`config.mk`:
```
export PLATFORM = sky130hd
export DESIGN_NAME = conv_mac_sequencer
export DESIGN_NICKNAME = d
export VERILOG_FILES = /design/src/rtl/conv_pkg.sv /design/src/rtl/conv_addr_gen.sv /design/src/rtl/conv_mac_sequencer.sv
export SDC_FILE = /design/constraint.sdc
export NUM_CORES = 1
export LEC_CHECK = 0
export CAP_MARGIN = 15
export CORE_ASPECT_RATIO = 0.8
export CORE_MARGIN = 3
export CORE_UTILIZATION = 43
export DETAILED_ROUTE_END_ITERATION = 8
export GPL_TIMING_DRIVEN = 0
export PLACE_DENSITY_LB_ADDON = 0.25
export RECOVER_POWER = 100
export REMOVE_ABC_BUFFERS = 1
export SETUP_SLACK_MARGIN = 0.02
export SLEW_MARGIN = 10
export SYNTH_ARGS = -nofsm -noshare
export SYNTH_HDL_FRONTEND = slang
export SYNTH_HIERARCHICAL = 1
export SYNTH_SLANG_ARGS = --single-unit
```
`constraint.sdc`:
```
create_clock -name clk -period 4.7 [get_ports clk]
set_clock_uncertainty 0.15 [all_clocks]
set_input_delay 0.705 -clock clk [delete_from_list [all_inputs] [get_ports clk]]
set_output_delay 0.705 -clock clk [all_outputs]
set_load 0.01 [all_outputs]
```
`src/rtl/conv_pkg.sv`:
```
// Shared types for the convolution MAC sequencer: FSM states, default MAC depth, counter widths.
// Pure declarations; no timing or flow control of its own.
package conv_pkg;

    typedef enum logic [2:0] {IDLE, INIT, ISSUE, DRAIN, OUT, DONE} conv_state_t;

    localparam int MULT_LAT_DEFAULT = 4;

    // Counter width for values 0..n-1, never narrower than one bit.
    function automatic int cnt_w(input int n);
        return (n > 1) ? $clog2(n) : 1;
    endfunction

endpackage

```
`src/rtl/conv_addr_gen.sv`:
```
// Output-pixel and filter-tap walker producing row-major image/filter SRAM addresses.
// Addresses register on the step edge; they hold whenever no step/clear is asserted.
module conv_addr_gen
    import conv_pkg::*;
#(
    parameter int IMG_H = 8,
    parameter int IMG_W = 8,
    parameter int K     = 3,
    parameter int XAW   = $clog2(IMG_H*IMG_W),
    parameter int FAW   = $clog2(K*K)
) (
    input  logic           clk,
    input  logic           reset,
    input  logic           clear_taps,
    input  logic           step_tap,
    input  logic           step_pixel,
    output logic [XAW-1:0] x_addr,
    output logic [FAW-1:0] f_addr,
    output logic           last_tap,
    output logic           last_pixel
);

    localparam int KW  = cnt_w(K);
    localparam int ORW = cnt_w(IMG_H-K+1);
    localparam int OCW = cnt_w(IMG_W-K+1);
    localparam logic [XAW-1:0] ROW_STRIDE = XAW'(IMG_W);
    localparam logic [XAW-1:0] TAP_WRAP   = XAW'(IMG_W-K+1);

    logic [KW-1:0]  fr, fc;
    logic [ORW-1:0] orow;
    logic [OCW-1:0] ocol;
    logic [XAW-1:0] row_base, pix_base;

    assign last_tap   = (fr == KW'(K-1)) && (fc == KW'(K-1));
    assign last_pixel = (orow == ORW'(IMG_H-K)) && (ocol == OCW'(IMG_W-K));

    always_ff @(posedge clk or negedge reset) begin
        if (!reset) begin
            fr       <= '0;
            fc       <= '0;
            orow     <= '0;
            ocol     <= '0;
            row_base <= '0;
            pix_base <= '0;
            x_addr   <= '0;
            f_addr   <= '0;
        end else begin
            if (clear_taps) begin
                fr     <= '0;
                fc     <= '0;
                x_addr <= pix_base;
                f_addr <= '0;
            end else if (step_tap && !last_tap) begin
                f_addr <= f_addr + 1'b1;
                if (fc == KW'(K-1)) begin
                    // jump from the end of one window row to the start of the next
                    fc     <= '0;
                    fr     <= fr + 1'b1;
                    x_addr <= x_addr + TAP_WRAP;
                end else begin
                    fc     <= fc + 1'b1;
                    x_addr <= x_addr + 1'b1;
                end
            end
            if (step_pixel) begin
                if (last_pixel) begin
                    orow     <= '0;
                    ocol     <= '0;
                    row_base <= '0;
                    pix_base <= '0;
                end else if (ocol == OCW'(IMG_W-K)) begin
                    ocol     <= '0;
                    orow     <= orow + 1'b1;
                    row_base <= row_base + ROW_STRIDE;
                    pix_base <= row_base + ROW_STRIDE;
                end else begin
                    ocol     <= ocol + 1'b1;
                    pix_base <= pix_base + 1'b1;
                end
            end
        end
    end

endmodule

```
`src/rtl/conv_mac_sequencer.sv`:
```
// Sequences one 2D convolution through a pipelined MAC, one output pixel at a time.
// Pixel period 1+K*K+MULT_LAT+2+1 cycles; y_valid holds with y_data frozen until y_ready.
module conv_mac_sequencer
    import conv_pkg::*;
#(
    parameter int INW      = 24,
    parameter int OUTW     = 48,
    parameter int IMG_H    = 8,
    parameter int IMG_W    = 8,
    parameter int K        = 3,
    parameter int MULT_LAT = MULT_LAT_DEFAULT,
    parameter int XAW      = $clog2(IMG_H*IMG_W),
    parameter int FAW      = $clog2(K*K)
) (
    input  logic            clk,
    input  logic            reset,
    input  logic            start,
    output logic            busy,
    output logic            done,
    input  logic [INW-1:0]  bias,
    output logic [XAW-1:0]  x_addr,
    input  logic [INW-1:0]  x_data,
    output logic [FAW-1:0]  f_addr,
    input  logic [INW-1:0]  f_data,
    output logic [INW-1:0]  mac_input0,
    output logic [INW-1:0]  mac_input1,
    output logic [INW-1:0]  mac_init_value,
    output logic            mac_init_acc,
    output logic            mac_input_valid,
    input  logic [OUTW-1:0] mac_out,
    output logic [OUTW-1:0] y_data,
    output logic            y_valid,
    input  logic            y_ready
);

    localparam int DW = cnt_w(MULT_LAT+2);
    localparam logic [DW-1:0] DRAIN_LAST = DW'(MULT_LAT+1);

    conv_state_t   state;
    logic [DW-1:0] drain_cnt;
    logic          rd_v;
    logic          last_tap, last_pixel;

    assign mac_input0      = x_data;
    assign mac_input1      = f_data;
    assign mac_init_value  = bias;
    assign mac_input_valid = rd_v;

    conv_addr_gen #(
        .IMG_H (IMG_H),
        .IMG_W (IMG_W),
        .K     (K),
        .XAW   (XAW),
        .FAW   (FAW)
    ) u_addr_gen (
        .clk        (clk),
        .reset      (reset),
        .clear_taps (state == INIT),
        .step_tap   (state == ISSUE),
        .step_pixel ((state == OUT) && y_ready),
        .x_addr     (x_addr),
        .f_addr     (f_addr),
        .last_tap   (last_tap),
        .last_pixel (last_pixel)
    );

    always_ff @(posedge clk or negedge reset) begin
        if (!reset) begin
            state        <= IDLE;
            drain_cnt    <= '0;
            rd_v         <= 1'b0;
            busy         <= 1'b0;
            done         <= 1'b0;
            mac_init_acc <= 1'b0;
            y_valid      <= 1'b0;
            y_data       <= '0;
        end else begin
            // SRAM data arrives one cycle after the address, so valid trails ISSUE by one
            rd_v         <= (state == ISSUE);
            done         <= 1'b0;
            mac_init_acc <= 1'b0;
            case (state)
                IDLE: begin
                    if (start) begin
                        state        <= INIT;
                        busy         <= 1'b1;
                        mac_init_acc <= 1'b1;
                    end
                end
                INIT: state <= ISSUE;
                ISSUE: begin
                    if (last_tap) begin
                        state     <= DRAIN;
                        drain_cnt <= '0;
                    end
                end
                DRAIN: begin
                    // spans the last valid cycle plus the full multiplier pipe and one spare
                    if (drain_cnt == DRAIN_LAST) begin
                        state   <= OUT;
                        y_valid <= 1'b1;
                        y_data  <= mac_out;
                    end else begin
                        drain_cnt <= drain_cnt + 1'b1;
                    end
                end
                OUT: begin
                    if (y_ready) begin
                        y_valid <= 1'b0;
                        if (last_pixel) begin
                            state <= DONE;
                            done  <= 1'b1;
                            busy  <= 1'b0;
                        end else begin
                            state        <= INIT;
                            mac_init_acc <= 1'b1;
                        end
                    end
                end
                DONE:    state <= IDLE;
                default: state <= IDLE;
            endcase
        end
    end

endmodule

```
Word level (Yosys, flattened, before mapping)
Cells that the tools add are included.

storage, ports and cells
  register bits = 91
  bits of input ports = 124
  output and inout port bits = 135
  logic and storage cells = 102

cells by class
  add/sub/neg operators = 10
  equality and inequality tests = 15
  multiplexer cells = 42
  reduce and logical (&&, ||, !) cells = 19

operator list
  kind                                            number
  two-way mux 6 bit                               7
  two-way mux 3 bit                               11
  one-hot mux 3 bit (5 select lines)              1
  adder 6 x 1 -> 6 bit (second input constant)    2
  == test 3 bit (second input constant)           4
  two-way mux 2 bit                               6
  != test 2 bit (second input constant)           6
  nonzero test 2 bit                              6
  two-way mux 1 bit                               11
  adder 3 x 1 -> 3 bit (second input constant)    3
  two-way mux 4 bit                               2
  AND reduction 4 bit                             2
  adder 6 x 3 -> 6 bit (second input constant)    1
  adder 6 x 4 -> 6 bit (second input constant)    1
  == test 3 x 2 -> 1 bit (second input constant)  2
  one-hot mux 1 bit (2 select lines)              3
  one-hot mux 3 bit (2 select lines)              1
  AND reduction 2 bit                             3
  AND reduction 3 bit                             2
  adder 2 x 1 -> 2 bit (second input constant)    2
  adder 4 x 1 -> 4 bit (second input constant)    1
  == test 2 bit (second input constant)           2
  logical AND 1 bit                               4
  == test 3 x 1 -> 1 bit (second input constant)  1
  2 further kinds                                 2

Depth between registers and ports, before layout
  word-level depth = 6
  mapped depth = 8
  gate-level depth less buffers = 7

Cells and area by module
Netlist, hierarchy kept.

by module, submodules not included
  module              times used  cells an instance  area an instance (um^2)  seq. area each (um^2)
  conv_mac_sequencer  1           229                3135.5                   1476.4
  conv_addr_gen       1           175                1604.0                   725.7

Worst setup path before layout
OpenSTA, ideal clock, no wires.

  kind = reg-to-reg
  start point = reg state[0]
  end point = reg u_addr_gen.x_addr[5]
  library setup time = 82 ps
  arrival = 1609 ps
  required time = 4468 ps
  slack = 2859 ps
  cell stages (with the launch flop) = 7
  buffers on the path = 2
  period minus slack after synthesis = 1841 ps
  path through = dfrtp_1 > clkbuf_1 > nor2_1 > buf_2 > nand3_4 > or4_1 > a31oi_1

between the ends
  word-level cells in the longest chain between the ends = 3
  elaborated cells on any way between the ends = 5
  classes of those cells = eq/ne (2); mux (1); reduce/logical (2)

ends and longest elaborated chain
  item                          RTL line                  text
  start, declared               conv_mac_sequencer.sv:39  conv_state_t state;
  start signal, assigned        conv_mac_sequencer.sv:69  state <= IDLE;
  start signal, assigned        conv_mac_sequencer.sv:85  state <= INIT;
  start signal, assigned        conv_mac_sequencer.sv:90  INIT: state <= ISSUE;
  == test 3 x 2 -> 1 bit        conv_mac_sequencer.sv:59  .step_tap (state == ISSUE),
  logical AND 1 bit             conv_addr_gen.sv:53       end else if (step_tap && !last_tap) begin
  nonzero test 2 bit (no line)  --
  end signal, assigned          conv_addr_gen.sv:51       x_addr <= pix_base;
  end signal, assigned          conv_addr_gen.sv:59       x_addr <= x_addr + TAP_WRAP;
  end signal, assigned          conv_addr_gen.sv:62       x_addr <= x_addr + 1'b1;
  end, declared                 conv_addr_gen.sv:17       output logic [XAW-1:0] x_addr,

Several ways; a longest one is shown, not always the timed one.
A chain may end at the register's enable or synchronous reset.

Final worst setup path
  start point = reg drain_cnt[0]
  end point = reg y_data[12]

between the ends
  word-level cells in the longest chain between the ends = 2

ends and longest elaborated chain
  item                           RTL line                   text
  start, declared                conv_mac_sequencer.sv:40   logic [DW-1:0] drain_cnt;
  start signal, assigned         conv_mac_sequencer.sv:104  drain_cnt <= drain_cnt + 1'b1;
  == test 3 bit                  conv_mac_sequencer.sv:99   if (drain_cnt == DRAIN_LAST) begin
  AND reduction 2 bit (no line)  --
  end signal, assigned           conv_mac_sequencer.sv:102  y_data <= mac_out;
  end, declared                  conv_mac_sequencer.sv:31   output logic [OUTW-1:0] y_data,

Every way passes these cells.

==> run_results.csv <==
group,metric,value,unit
route,drc,0,
timing,timing.final.setup_violations,0,
logic_synthesis,syn_area,4740,um^2
placed_design,dp_cells,573,
logic_synthesis,synth.most_common_cell,"dfrtp_1",
placed_design,placed_area,5421,um^2
route,drt_iter0_markers,154,
timing,final.min_clock_period,3139,ps
logic_synthesis,syn_avg_cell_area,11.73,um^2
timing,period_share,66.79,%
logic_synthesis,yosysTopAreaCellShare,46.46,%
route,first_pass_iters,4,
route,postRouteAntennaNets,0,
route,wl_per_cell,22.39,um
finish,layout.cells.non_filler,589,
global_routing,overflow,0,
logic_synthesis,synth.ff_latch_count,88,
route,wl_met2,5315,um
floorplanning,die_area,12330,um^2
logic_synthesis,ys_seq_area_share,46.46,%
worst_setup_path,critPathCaptureType,"flop",
global_routing,grt_pass1_wl,19760,um
clock_network,ctsHtreeMaxLevel,3,
worst_setup_path,critPathRequiredTime,4760,ps
outcome,outcome,"finished, violations left",
timing,max_freq,318.6,MHz
logic_synthesis,synth_edf_count,0,
worst_setup_path,crit_fanout,37,
worst_setup_path,crit_family,"simple AND/OR/NAND/NOR gates",
global_routing,grt_max_degree,58,
floorplanning,io_pins,259,
logic_synthesis,synth_area_leaders,"dfrtp_1 46%, mux2_4 15%, buf_4 12%",
finish,diodes,0,
clock_network,worstSkewPairLatency,330,ps
floorplanning,initial_core_util,45.19,%
route,met3WireLength,2431,um
clock_network,path_clk_slew,60,ps
logic_synthesis,synth_top_cell_by_area,"dfrtp_1",
worst_setup_path,worst_setup_path_start_kind,"flop",
power,leakage,0.002392,uW
logic_synthesis,synth_cells,404,
route,wl_met1,5149,um
logic_synthesis,yosysWarnings,6,
timing,grt_setup_unrepaired,"false",
clock_network,root_buffer,"clkbuf_16",
finish,register_area,2202,um^2
logic_synthesis,synth.distinct_cells,46,
worst_setup_path,crit_type,"flop to flop",
worst_setup_path,crit_arrival,3200,ps
route,wl,13190,um
finish,stdcell_area,5527,um^2
floorplanning,num_rows,33,
route,via_per_inst,5.177,
clock_network,clock_sinks,88,
logic_synthesis,asyncSetResetFlopFracSynth,100.0,%
finish,area_delta_synth_final,16.61,%
run,maxCapViolCount,1,
worst_setup_path,worst-path-stages,5,
worst_setup_path,critical_path_buf_inv_count,1,
timing,finalMaxSlewViolations,33,
global_routing,grt_pass1_vias,2998,
floorplanning,die_h,99.90,um
finish,fill_cells,952,
route,routed.top_layer,"met5",
timing,relSlewSlack,-11.04,%
clock_network,cts_resized,0,
logic_synthesis,synth_top_flop_cell,"dfrtp_1",
finish,multi_input_area,1599,um^2
timing,worstMarginPinSlew,1666,ps
finish,fin_nets,579,
floorplanning,fp.coreArea,10490,um^2
clock_network,clockBufferDepth,2,
placed_design,routabilityCongestion,0.7383,
worst_setup_path,crit_path_top_delay_cell,"clkbuf_2",
finish,layout-drive-gt1-share,6.236,%
worst_setup_path,worst_r2r_path_depth,5,
min_path,worst_hold_path_type,"flop to flop",
worst_setup_path,crit_chain,"ha_1, nand3_1, or2_0, clkbuf_2, mux2_1",
clock_network,post-cts-setup-buffer-count,0,
power,ir_drop,0.0002093,V
timing,finalHoldViolations,0,
min_path,holdPathStages,1,
placed_design,dpl.hpwl,10210,um
global_routing,grt_use_total,21.81,%
clock_network,tritoncts,"built",
worst_setup_path,max_stage_delay,880,ps
global_routing,antenna_found_initial,0,
outcome,violations,"max-capacitance violations, max-slew violations",
power,powerDensity,604.9,nW/um^2
clock_network,holdBufCountCts,0,
route,via_count,3049,
placed_design,io_buffers,114,
logic_synthesis,synth_commonest_cells,"88 x dfrtp_1, 74 x buf_4, 48 x mux2_4",
floorplanning,die_w,123.4,um
clock_network,cts_inserted_buffers,9,
registers in the layout (all words and copies together), names as in the netlist:
name / count
y_data: 48
u_addr_gen/pix_base: 6
u_addr_gen/x_addr: 6
u_addr_gen/f_addr: 4
drain_cnt: 3
state: 3
u_addr_gen/ocol: 3
u_addr_gen/orow: 3
u_addr_gen/row_base: 3
u_addr_gen/fc: 2
u_addr_gen/fr: 2
busy: 1
done: 1
mac_init_acc: 1
mac_input_valid: 1
y_valid: 1
power by group:
| group | switching, uW | internal (uW) |
|---|---|---|
| Combinational | 560 | 693 |
| Sequential | 206 | 1070 |
| Clock | 297 | 520 |
layer usage:
metal,global-route usage [%],vias up
met2,27.65,169
li1,-,1387
met4,4.340,6
met5,11.25,-
met3,18.87,15
met1,26.99,1472
metrics by stage:
| stage | setup TNS [ps] | util (%) | hold WS (ps) | worst slack [ps] | total power (uW) |
|---|---|---|---|---|---|
| 2_1_floorplan | 0 | - | 259.4 | 1644 | 2093 |
| 3_3_place_gp | -47300 | 51.01 | 319.0 | -545.6 | 2813 |
| 3_5_place_dp | 0 | 51.69 | 344.9 | 1814 | 2855 |
| 4_1_cts | 0 | 54.99 | 159.8 | 2187 | 3696 |
| 5_1_grt | 0 | 52.70 | 354.0 | 1010 | 3574 |
| 6_report | 0 | 52.70 | 335.3 | 1561 | 3343 |
layout by cell type, fill, tap and decap left out, types with 3 or more instances in the layout:
cell type	count
nand3b_1	4
and3_1	3
mux2i_1	4
dlygate4sd3_1	64
clkbuf_16	9
dfrtp_1	88
nand3_1	10
o31ai_1	5
bufinv_16	3
nand2b_1	5
nand2_1	31
mux2_1	45
mux2_2	3
mux2_4	3
a31oi_1	3
inv_1	13
a21oi_1	16
nor2_1	22
or4_1	3
clkdlybuf4s50_1	49
o21ai_0	12
xor2_1	5
ha_1	11
worst reg2reg max path: stages (launching register included):
cell      delay [ps]
dfrtp_1          410
ha_1             240
nand3_1          100
or2_0            810
clkbuf_2         890
mux2_1           420
cells by family after synthesis:
family	synth area share, %
DFF	46.46
muxes	16.76
xor gates and xnor gates	1.294
buffers and inverters	15.92
AOI/OAI and AO/OA	6.389
and+or+nand+nor	10.27
adders and majority gates	2.904
final cells by class:
cell class / count / area share, %
tap: 140 / 3.170
sequential: 88 / 39.85
clock buffer: 9 / 4.075
multi-input combinational: 215 / 28.93
clock inverter: 7 / 2.173
timing repair buffer: 117 / 20.92
inverter: 13 / 0.8830
final timing paths:
check | from | endpoint | slack, ps
worst max-delay path | drain_cnt[0] | y_data[12] | 1560
min in group asynchronous | reset | y_data[29] | 640
worst min-delay path | y_data[1] | y_data[1] | 340
worst min register to register | y_data[1] | y_data[1] | 340
max in group asynchronous | reset | done | 1620
worst max register to register | drain_cnt[0] | y_data[12] | 1560
Note: power is estimated with default switching activity, not from simulation.
